$ cat src/rtl/uart_tx_arbiter_if.sv
//----------------------------------------------------------------------------
// Module      : uart_tx_arbiter_if
// Description : Requester and uart_tx handshake bundle for uart_tx_arbiter.
// Revision    : 1.0 - initial release
//----------------------------------------------------------------------------
`default_nettype none

interface uart_tx_arbiter_if #(
    parameter int NUM_REQ     = 4,
    parameter int DATA_LENGTH = 8
);
    localparam int ID_W = (NUM_REQ > 1) ? $clog2(NUM_REQ) : 1;

    logic [NUM_REQ-1:0]             req_valid;
    logic [NUM_REQ*DATA_LENGTH-1:0] req_data;
    logic [NUM_REQ-1:0]             req_ready;
    logic                           tx_start;
    logic [DATA_LENGTH-1:0]         tx_data;
    logic                           tx_busy;
    logic [ID_W-1:0]                grant_id;
    logic                           grant_valid;
    logic                           timeout_err;

    modport master (
        input  req_valid, req_data, tx_busy,
        output req_ready, tx_start, tx_data, grant_id, grant_valid, timeout_err
    );

    modport slave (
        output req_valid, req_data, tx_busy,
        input  req_ready, tx_start, tx_data, grant_id, grant_valid, timeout_err
    );
endinterface

`default_nettype wire

$ cat src/rtl/uart_tx_arbiter.sv
//----------------------------------------------------------------------------
// Module      : uart_tx_arbiter
// Description : Round-robin sharing of one uart_tx serializer among NUM_REQ
//               requesters, with start timeout and optional inter-frame gap.
// Revision    : 1.0 - initial release
//----------------------------------------------------------------------------
`default_nettype none

module uart_tx_arbiter #(
    parameter int NUM_REQ       = 4,
    parameter int DATA_LENGTH   = 8,
    parameter int GAP_CYCLES    = 0,
    parameter int START_TIMEOUT = 16
) (
    input  logic              sysclk,
    input  logic              reset,
    uart_tx_arbiter_if.master bus
);
    localparam int ID_W    = (NUM_REQ > 1) ? $clog2(NUM_REQ) : 1;
    localparam int SUM_W   = ID_W + 1;
    localparam int CNT_MAX = (START_TIMEOUT > GAP_CYCLES) ? START_TIMEOUT : GAP_CYCLES;
    localparam int CNT_W   = $clog2(CNT_MAX + 1);

    localparam logic [ID_W-1:0]  LAST_ID  = ID_W'(NUM_REQ - 1);
    localparam logic [CNT_W-1:0] TMO_LAST = CNT_W'(START_TIMEOUT - 1);
    localparam logic [CNT_W-1:0] GAP_LAST = CNT_W'(GAP_CYCLES - 1);

    typedef enum logic [2:0] {
        IDLE      = 3'd0,
        START     = 3'd1,
        WAIT_BUSY = 3'd2,
        WAIT_DONE = 3'd3,
        GAP       = 3'd4
    } state_t;

    state_t                 r_state, w_state_nxt;
    logic [ID_W-1:0]        r_ptr, w_ptr_nxt;
    logic [CNT_W-1:0]       r_cnt, w_cnt_nxt;
    logic [NUM_REQ-1:0]     r_req_ready, w_req_ready_nxt;
    logic                   r_tx_start, w_tx_start_nxt;
    logic [DATA_LENGTH-1:0] r_tx_data, w_tx_data_nxt;
    logic [ID_W-1:0]        r_grant_id, w_grant_id_nxt;
    logic                   r_grant_valid, w_grant_valid_nxt;
    logic                   r_timeout_err, w_timeout_err_nxt;
    logic [ID_W-1:0]        w_win;
    logic                   w_win_found;

    // First requesting index at or after the pointer, wrapping modulo NUM_REQ
    always_comb begin
        logic [SUM_W-1:0] idx;
        w_win       = '0;
        w_win_found = 1'b0;
        idx         = '0;
        for (int k = 0; k < NUM_REQ; k++) begin
            idx = {1'b0, r_ptr} + SUM_W'(k);
            if (idx >= SUM_W'(NUM_REQ)) begin
                idx = idx - SUM_W'(NUM_REQ);
            end
            if (!w_win_found && bus.req_valid[idx[ID_W-1:0]]) begin
                w_win_found = 1'b1;
                w_win       = idx[ID_W-1:0];
            end
        end
    end

    always_comb begin
        w_state_nxt       = r_state;
        w_ptr_nxt         = r_ptr;
        w_cnt_nxt         = r_cnt;
        w_req_ready_nxt   = '0;
        w_tx_start_nxt    = 1'b0;
        w_tx_data_nxt     = r_tx_data;
        w_grant_id_nxt    = r_grant_id;
        w_grant_valid_nxt = r_grant_valid;
        w_timeout_err_nxt = 1'b0;
        case (r_state)
            IDLE: begin
                if (w_win_found) begin
                    w_state_nxt       = START;
                    w_tx_start_nxt    = 1'b1;
                    w_req_ready_nxt   = NUM_REQ'(1) << w_win;
                    w_tx_data_nxt     = bus.req_data[w_win*DATA_LENGTH +: DATA_LENGTH];
                    w_grant_id_nxt    = w_win;
                    w_grant_valid_nxt = 1'b1;
                    w_ptr_nxt         = (w_win == LAST_ID) ? '0 : w_win + ID_W'(1);
                end
            end
            START: begin
                w_state_nxt = WAIT_BUSY;
                w_cnt_nxt   = '0;
            end
            WAIT_BUSY: begin
                if (bus.tx_busy) begin
                    w_state_nxt = WAIT_DONE;
                end else if (r_cnt == TMO_LAST) begin
                    w_timeout_err_nxt = 1'b1;
                    w_grant_valid_nxt = 1'b0;
                    w_cnt_nxt         = '0;
                    w_state_nxt       = (GAP_CYCLES == 0) ? IDLE : GAP;
                end else begin
                    w_cnt_nxt = r_cnt + CNT_W'(1);
                end
            end
            WAIT_DONE: begin
                if (!bus.tx_busy) begin
                    w_grant_valid_nxt = 1'b0;
                    w_cnt_nxt         = '0;
                    w_state_nxt       = (GAP_CYCLES == 0) ? IDLE : GAP;
                end
            end
            GAP: begin
                if (r_cnt == GAP_LAST) begin
                    w_state_nxt = IDLE;
                end else begin
                    w_cnt_nxt = r_cnt + CNT_W'(1);
                end
            end
            default: w_state_nxt = IDLE;
        endcase
    end

    always_ff @(posedge sysclk) begin
        if (reset) begin
            r_state       <= IDLE;
            r_ptr         <= '0;
            r_cnt         <= '0;
            r_req_ready   <= '0;
            r_tx_start    <= 1'b0;
            r_tx_data     <= '0;
            r_grant_id    <= '0;
            r_grant_valid <= 1'b0;
            r_timeout_err <= 1'b0;
        end else begin
            r_state       <= w_state_nxt;
            r_ptr         <= w_ptr_nxt;
            r_cnt         <= w_cnt_nxt;
            r_req_ready   <= w_req_ready_nxt;
            r_tx_start    <= w_tx_start_nxt;
            r_tx_data     <= w_tx_data_nxt;
            r_grant_id    <= w_grant_id_nxt;
            r_grant_valid <= w_grant_valid_nxt;
            r_timeout_err <= w_timeout_err_nxt;
        end
    end

    assign bus.req_ready   = r_req_ready;
    assign bus.tx_start    = r_tx_start;
    assign bus.tx_data     = r_tx_data;
    assign bus.grant_id    = r_grant_id;
    assign bus.grant_valid = r_grant_valid;
    assign bus.timeout_err = r_timeout_err;

endmodule

`default_nettype wire

$ cat src/flat_wrapper.sv
// flat-port wrapper written by rule: the top's interface ports become plain ports
module uart_tx_arbiter_flat 
#(
    parameter int NUM_REQ       = 4,
    parameter int DATA_LENGTH   = 8,
    parameter int GAP_CYCLES    = 0,
    parameter int START_TIMEOUT = 16
)
  (sysclk, reset, bus_req_valid, bus_req_data, bus_tx_busy, bus_req_ready, bus_tx_start, bus_tx_data, bus_grant_id, bus_grant_valid, bus_timeout_err);
  uart_tx_arbiter_if #(.NUM_REQ(NUM_REQ), .DATA_LENGTH(DATA_LENGTH)) bus_i ();
  input  logic sysclk;
  input  logic reset;
  input wire logic [$bits(bus_i.req_valid)-1:0] bus_req_valid;
  input wire logic [$bits(bus_i.req_data)-1:0] bus_req_data;
  input wire logic [$bits(bus_i.tx_busy)-1:0] bus_tx_busy;
  output wire logic [$bits(bus_i.req_ready)-1:0] bus_req_ready;
  output wire logic [$bits(bus_i.tx_start)-1:0] bus_tx_start;
  output wire logic [$bits(bus_i.tx_data)-1:0] bus_tx_data;
  output wire logic [$bits(bus_i.grant_id)-1:0] bus_grant_id;
  output wire logic [$bits(bus_i.grant_valid)-1:0] bus_grant_valid;
  output wire logic [$bits(bus_i.timeout_err)-1:0] bus_timeout_err;
  assign bus_i.req_valid = bus_req_valid;
  assign bus_i.req_data = bus_req_data;
  assign bus_i.tx_busy = bus_tx_busy;
  assign bus_req_ready = bus_i.req_ready;
  assign bus_tx_start = bus_i.tx_start;
  assign bus_tx_data = bus_i.tx_data;
  assign bus_grant_id = bus_i.grant_id;
  assign bus_grant_valid = bus_i.grant_valid;
  assign bus_timeout_err = bus_i.timeout_err;
  uart_tx_arbiter #(.NUM_REQ(NUM_REQ), .DATA_LENGTH(DATA_LENGTH), .GAP_CYCLES(GAP_CYCLES), .START_TIMEOUT(START_TIMEOUT)) u_core (.sysclk(sysclk), .reset(reset), .bus(bus_i));
endmodule
$ cat config.mk
export PLATFORM = sky130hd
export DESIGN_NAME = uart_tx_arbiter_flat
export DESIGN_NICKNAME = d
export VERILOG_FILES = /design/src/rtl/uart_tx_arbiter_if.sv /design/src/rtl/uart_tx_arbiter.sv /design/src/flat_wrapper.sv
export SDC_FILE = /design/constraint.sdc
export NUM_CORES = 1
export LEC_CHECK = 0
export ABC_CLOCK_PERIOD_IN_PS = 2400
export CORE_MARGIN = 2
export CORE_UTILIZATION = 41
export CTS_CLUSTER_DIAMETER = 200
export CTS_CLUSTER_SIZE = 12
export DETAILED_ROUTE_END_ITERATION = 12
export PLACE_DENSITY = 0.81
export SYNTH_ARGS = -nofsm -noshare
export SYNTH_HDL_FRONTEND = slang
export SYNTH_SLANG_ARGS = --single-unit
$ cat constraint.sdc
create_clock -name sysclk -period 2.4 [get_ports sysclk]
set_clock_uncertainty 0.05 [all_clocks]
set_input_delay 0.72 -clock sysclk [delete_from_list [all_inputs] [get_ports sysclk]]
set_output_delay 0.72 -clock sysclk [all_outputs]
set_load 0.005 [all_outputs]
# [Word level (Yosys, flattened, before mapping)]
# Cells that the tools add are included.
[totals] ff_bits=27 latch_bits=0 ram_bits=0 mem_bits_ro=0 inputBits=39 out_inout_bits=17 elab_cells=100 memories=0
[op_classes] addsub=9 mul=0 div=0 magnitude_cmp=8 n_eq_ne=14 shift=2 n_mux=39 bitwise=3 n_reduce_logical=16
[ops] op="variable part select 32 x 6 -> 8 bit" count=1
[ops] op="2-to-1 mux 5 bit" count=4
[ops] op="one-hot mux 5 bit (4 select lines)" count=1
[ops] op="2-to-1 mux 2 bit" count=9
[ops] op="2-to-1 mux 3 bit" count=5
[ops] op="one-hot mux 3 bit (5 select lines)" count=1
[ops] op="2-to-1 mux 1 bit" count=14
[ops] op="less-than comparator 2 x 3 -> 1 bit, second input constant" count=4
[ops] op="greater-or-equal comparator 3 bit, second input constant" count=3
[ops] op="binary-select mux 1 bit (select 2 bit)" count=4
[ops] op="AND reduction 4 bit" count=2
[ops] op="subtractor 2 x 1 -> 2 bit, second input constant" count=4
[ops] op="adder 2 x 2 -> 3 bit, second input constant" count=2
[ops] op="== test 3 x 2 -> 1 bit, second input constant" count=2
[ops] op="inequality test 2 x 1 -> 1 bit, second input constant" count=3
[ops] op="inequality test 2 bit, second input constant" count=3
[ops] op="OR reduction 3 bit" count=2
[ops] op="adder 5 x 1 -> 5 bit, second input constant" count=1
[ops] op="== test 5 x 4 -> 1 bit, second input constant" count=1
[ops] op="== test 5 bit, second input constant" count=1
[ops] op="AND reduction 5 bit" count=1
[ops] op="nonzero test 4 bit" count=1
[ops] op="<< shifter 1 x 2 -> 4 bit, first input constant" count=1
[ops] op="adder 2 x 1 -> 3 bit, second input constant" count=1
[ops] op="other kinds (14)" count=20

# [Logic depth before layout (Yosys ltp)]
[logic_depth] word_depth=16 mapped_depth=6 depth_no_buf=6

# [Least setup slack after synthesis]
# No wires, ideal clock.
[synth_timing] path_type="input-to-reg" from="in bus_req_valid[1]" to="reg u_core.r_tx_data[0] (netlist: u_core.bus.tx_data[0])" setup_ps=70 arrival_ps=1930 required_time_ps=2280 slack_ps=350 path_stages=6 path_buffers=1 cell_sequence="a21boi_0 -> o221ai_4 -> buf_12 -> mux2i_1 -> a211o_1 -> a21oi_1"
[synth_via] elab_chain_len=13 word_cells_on_any_way=24 classes_between="shift (1); mux (16); reduce/logical (7)"
[synth_lines] element="from (decl)" line_no="flat_wrapper.sv:13" text="input wire logic [$bits(bus_i.req_valid)-1:0] bus_req_valid;"
[synth_lines] element="binary-select mux 1 bit (select 2 bit)" line_no="uart_tx_arbiter.sv:59" text="if (!w_win_found && bus.req_valid[idx[ID_W-1:0]]) begin"
[synth_lines] element="2-to-1 mux 1 bit (not written as such)" line_no="uart_tx_arbiter.sv:59"
[synth_lines] element="2-to-1 mux 1 bit" line_no="uart_tx_arbiter.sv:59"
[synth_lines] element="logical NOT 1 bit" line_no="uart_tx_arbiter.sv:59"
[synth_lines] element="logical AND 1 bit" line_no="uart_tx_arbiter.sv:59"
[synth_lines] element="2-to-1 mux 1 bit" line_no="uart_tx_arbiter.sv:59"
[synth_lines] element="logical NOT 1 bit" line_no="uart_tx_arbiter.sv:59"
[synth_lines] element="logical AND 1 bit" line_no="uart_tx_arbiter.sv:59"
[synth_lines] element="2-to-1 mux 1 bit" line_no="uart_tx_arbiter.sv:59"
[synth_lines] element="logical NOT 1 bit" line_no="uart_tx_arbiter.sv:59"
[synth_lines] element="logical AND 1 bit" line_no="uart_tx_arbiter.sv:59"
[synth_lines] element="2-to-1 mux 2 bit / 2-to-1 mux 1 bit (equally long branches)" line_no="uart_tx_arbiter.sv:59"
[synth_lines] element="variable part select 32 x 6 -> 8 bit / AND reduction 2 bit (equally long branches)"
[synth_lines] element="to (signal assigned)" line_no="uart_tx_arbiter.sv:139" text="r_tx_data <= w_tx_data_nxt;"
[synth_lines] element="to (decl)" line_no="uart_tx_arbiter.sv:41" text="logic [DATA_LENGTH-1:0] r_tx_data, w_tx_data_nxt;"
# Parallel ways exist; a longest one is shown, timed or not. The select of a mux whose other input is x is not followed.
# A chain may end at the register's enable or synchronous reset.

# [Final worst setup path]
[layout_timing] from="in bus_req_valid[0]" to="reg u_core.r_tx_data[1] (netlist: u_core.bus.tx_data[1])"
# The elaborated chain is that of the path after synthesis.

==> impl_table.tex <==
\begin{tabular}{lr}
\hline
Metric & Value \\
\hline
\multicolumn{2}{l}{\textbf{Outcome}} \\
Outcome & completed \\
\multicolumn{2}{l}{\textbf{STA}} \\
Hold violation count in the final report & 0 \\
Transition time at the pin with the least slew margin & 0.517 ns \\
Minimum clock period & approximately 2.3 ns \\
Remaining max-slew budget at the tightest pin & 0.654 \\
Setup repair after global routing missed its margin & false \\
Period utilization & 0.941 \\
Post-Route Hold Slack & between 0.4 and 0.5 ns \\
Fmax & 443 MHz \\
Final slew viol count & 0 \\
\# setup viols final & 0 \\
\multicolumn{2}{l}{\textbf{Die}} \\
Number of rows in the core area & 20 \\
Floorplan die height & 59.7 um \\
Starting utilization of the core area & 0.424 \\
Number of I/O pins & 56 \\
Width of the chip & 59.7 um \\
Area enclosed by the die boundary & approximately 0.0036 mm\^{}2 \\
Std-Cell Core Area & between 0.003 and 0.004 mm\^{}2 \\
\multicolumn{2}{l}{\textbf{Clock tree}} \\
CTS Buffer Depth & 2 \\
Clock latency of the later-clocked register in the worst-skew pair & 0.32 ns \\
Root Driver & sky130\_fd\_sc\_hd\_\_clkbuf\_4 \\
H-Tree Level Count & 1 \\
Clock-pin slew on the worst setup and hold paths & approximately 0.14 ns \\
TritonCTS buffer count & 3 \\
Number of sinks handled by clock tree synthesis & 26 \\
TritonCTS clock tree & yes \\
\multicolumn{2}{l}{\textbf{Yosys}} \\
Synth Area per Inst & 9.02 um\^{}2 \\
Number of standard cells after synthesis & 141 \\
EDFF count, synth & 0 \\
YS warnings & 0 \\
Main combinational cell family by area after synthesis & compound AO/OA/AOI/OAI gates \\
Share of the synthesized area in the top cell type & 0.409 \\
Proportion of synthesized chip area in sequential cells & 0.409 \\
Net count after synthesis & 181 \\
Flip-flop cell with the highest count after synthesis & sky130\_fd\_sc\_hd\_\_dfxtp\_1 \\
Most area-consuming cells after synthesis & sky130\_fd\_sc\_hd\_\_dfxtp\_1 (41\%), sky130\_fd\_sc\_hd\_\_mux2i\_1 (13\%), sky130\_fd\_sc\_hd\_\_a21oi\_1 (7.1\%), sky130\_fd\_sc\_hd\_\_nor2\_1 (7.1\%), sky130\_fd\_sc\_hd\_\_a211o\_1 (5.5\%) \\
Most common cell in the netlist & sky130\_fd\_sc\_hd\_\_dfxtp\_1 \\
Mapped cell area & 0.00127 mm\^{}2 \\
Multiplexer share of the synthesized area & 0.134 \\
Top cell type by total area after synthesis & sky130\_fd\_sc\_hd\_\_dfxtp\_1 \\
FF+latch count, synth & 26 \\
Number of unique standard cell types used by synthesis & 33 \\
Most frequent cells after synthesis & sky130\_fd\_sc\_hd\_\_dfxtp\_1 (26), sky130\_fd\_sc\_hd\_\_nor2\_1 (24), sky130\_fd\_sc\_hd\_\_a21oi\_1 (18), sky130\_fd\_sc\_hd\_\_mux2i\_1 (17), sky130\_fd\_sc\_hd\_\_a211o\_1 (8) \\
Ys async rst share & 0 \\
Post-synthesis simple-gate area fraction & 0.201 \\
Post-synthesis share of cell area spent on full adders, half adders and majority gates & 0.00983 \\
Synth Area in XOR/XNOR & 0.00688 \\
Share of the synthesized area in compound gates (AO/OA/AOI/OAI) & 0.204 \\
\multicolumn{2}{l}{\textbf{GRT}} \\
Via count of the first global-routing pass & between 1000 and 1500 \\
GRT Resource Usage Total & 0.202 \\
Number of antenna violations at the first check in global routing & 0 \\
Maximum number of pins on one net before global-route repair & 15 \\
Global-route wire length before repair & approximately 5500 um \\
Leftover overflow at the end of global routing & 0 \\
\multicolumn{2}{l}{\textbf{Placement}} \\
Port bufs & 55 \\
GP Congestion & 0.756 \\
Placed wire-length estimate after detailed placement & 2750 um \\
\multicolumn{2}{l}{\textbf{Min path}} \\
End point of the worst hold path & u\_core.r\_cnt[4]\$\_SDFFE\_PP0P\_ \\
Tightest Hold Check Type & flop to flop \\
Hold wc startpoint & u\_core.r\_cnt[4]\$\_SDFFE\_PP0P\_ \\
Worst hold path stage count & 1 \\
\multicolumn{2}{l}{\textbf{Critical path}} \\
Count of cells along the worst register-to-register path & 6 \\
Kind of cell adding the most delay to the critical path & compound AO/OA/AOI/OAI gates \\
Critical Path, Cell by Cell & clkdlybuf4s50\_1 -> nand2\_1 -> a311o\_1 -> a21oi\_2 -> a211o\_1 -> a21oi\_1 \\
Endpoint of the worst-slack reg-to-reg timing path & u\_core.bus.tx\_data[1]\$\_SDFFE\_PP0P\_ \\
Number of buffers and inverters on the critical path & 1 \\
Cell at the slowest stage of the critical path & sky130\_fd\_sc\_hd\_\_clkdlybuf4s50\_1 \\
Setup slack, reg-to-reg & 0.62 ns \\
Category of the worst setup path launch point & primary input \\
Reg-to-Reg Start & u\_core.r\_ptr[1]\$\_SDFFE\_PP0P\_ \\
Critical Path End Type & flop \\
Required time worst endpoint & 2.56 ns \\
Largest fanout on the critical path & 8 \\
Type of the worst setup path & primary input to flop \\
Longest individual stage delay on the worst path & between 0.5 and 0.6 ns \\
Data arrival at the endpoint of the critical path & about 2.4 ns \\
\multicolumn{2}{l}{\textbf{Route}} \\
Aggregate routed wire length & 3430 um \\
Mean number of vias per cell & 5.46 \\
Iter 0 DRT Violations & 50 \\
Routed length on met3 & 158 um \\
DR top layer & met4 \\
Remaining antenna violation count after routing & 0 \\
Post-DR wirelength/cell & between 10 and 15 um \\
Pre-antenna DRT Iters & 4 \\
Met2 routed WL & 1770 um \\
Residual DRC & 0 \\
Via count & 1342 \\
Detailed-route wire length on metal 1 & about 1400 um \\
\multicolumn{2}{l}{\textbf{Power}} \\
Power density cells & about 650 mW/mm\^{}2 \\
Peak supply drop & 285 uV \\
Final Total Pwr & between 1 and 1.5 mW \\
Pleak & 0.844 nW \\
\multicolumn{2}{l}{\textbf{Run}} \\
Max-capacitance violation count & 0 \\
\multicolumn{2}{l}{\textbf{Layout}} \\
Fillcell total & 255 \\
Final net count & approximately 250 \\
Fraction of layout instances using a drive strength above 1 & 0.117 \\
Area Growth Syn to Fin & 57.6\% \\
Finished Core Util & 0.668 \\
Diodes inserted & 0 \\
\hline
\end{tabular}
-- power by group --
group          internal (mW)  switching [mW]
registers              0.490          0.0458
clock network         0.0929           0.128
logic                  0.315           0.225
-- through the flow --
| step | instance area [um^2] | worst slack (ns) | std cells | setup TNS [ns] |
|---|---|---|---|---|
| after floorplan | 1270 | 0.350 | 141 | 0 |
| after global placement | 1950 | -0.239 | 241 | -1.93 |
| after detailed placement | 1950 | -0.373 | 241 | -3.02 |
| after CTS | 1990 | 0.0339 | 245 | 0 |
| after global routing | 2010 | 0.00897 | 246 | 0 |
| final | 2010 | 0.142 | 246 | 0 |
-- placed cells by master, fill, tap and decap left out, types with 2 or more instances in the layout --
cell type,instances
sky130_fd_sc_hd__o21ai_0,4
sky130_fd_sc_hd__nand2b_1,3
sky130_fd_sc_hd__clkdlybuf4s50_1,55
sky130_fd_sc_hd__nor2b_1,3
sky130_fd_sc_hd__mux2i_1,17
sky130_fd_sc_hd__buf_4,16
sky130_fd_sc_hd__nor3_1,5
sky130_fd_sc_hd__nand2_1,7
sky130_fd_sc_hd__clkbuf_4,3
sky130_fd_sc_hd__a21oi_1,17
sky130_fd_sc_hd__a211o_1,8
sky130_fd_sc_hd__dfxtp_1,26
sky130_fd_sc_hd__a211oi_1,2
sky130_fd_sc_hd__nor2_1,24
sky130_fd_sc_hd__inv_1,2
-- worst max path at each step --
stage,start,to,slack (ns),cells after the start
6_report,bus_req_valid[0],u_core.bus.tx_data[1]$_SDFFE_PP0P_,0.14,6
5_1_grt,bus_req_valid[0],u_core.bus.tx_data[2]$_SDFFE_PP0P_,0.009,6
4_1_cts,bus_req_valid[0],u_core.bus.tx_data[6]$_SDFFE_PP0P_,0.03,6
3_5_place_dp,bus_req_valid[0],u_core.bus.tx_data[1]$_SDFFE_PP0P_,-0.37,6
3_3_place_gp,bus_req_valid[0],u_core.bus.tx_data[1]$_SDFFE_PP0P_,-0.24,6
2_1_floorplan,bus_req_valid[1],u_core.bus.tx_data[0]$_SDFFE_PP0P_,0.35,6
-- final cells by class --
type	instances	area, um^2	share of cell area
Clock buffer	4	36.3	0.0181
Inverter	2	7.51	0.00374
Multi-Input combinational cell	109	709	0.354
Sequential cell	26	520	0.260
Tap cell	33	41.3	0.0206
Timing Repair Buffer	72	691	0.344
-- worst reg2reg max path, stage by stage (launching register included) --
cell	delay, ns
sky130_fd_sc_hd__dfxtp_1	0.45
sky130_fd_sc_hd__mux2i_1	0.37
sky130_fd_sc_hd__o221ai_4	0.15
sky130_fd_sc_hd__buf_12	0.17
sky130_fd_sc_hd__mux2i_1	0.13
sky130_fd_sc_hd__a211o_1	0.30
sky130_fd_sc_hd__a21oi_1	0.11
-- repair_timing --
item | CTS | global route
gates resized for setup | 1 | 0
hold endpoints to repair | 0 | 0
endpoints found under the setup margin | 8 | 8
pin swaps | 0 | 1
setup buffers | 0 | 1
hold buffers | 0 | 0
-- kinds of logic (layout without fill, tap and decap cells) --
family	count (synthesis)	after routing
AOI/OAI and AO/OA	38	38
adders and majority gates	1	1
DFF	26	26
buffers and inverters	6	78
muxes	17	17
and+or+nand+nor	52	52
xor gates and xnor gates	1	1
-- registers in the layout (all words and copies together), names as in the netlist --
signal	count
u_core.bus.grant_id	2
u_core.bus.grant_valid	1
u_core.bus.req_ready	4
u_core.bus.timeout_err	1
u_core.bus.tx_data	8
u_core.bus.tx_start	1
u_core.r_cnt	5
u_core.r_ptr	2
u_core.r_state	2
-- metal layers --
| layer | GRT usage | up-vias |
|---|---|---|
| li1 | - | 661 |
| met1 | 0.239 | 630 |
| met2 | 0.357 | 43 |
| met3 | 0.0216 | 8 |
| met4 | 0.105 | 0 |
| met5 | 0 | - |
Power figures use the tool's default switching activity.
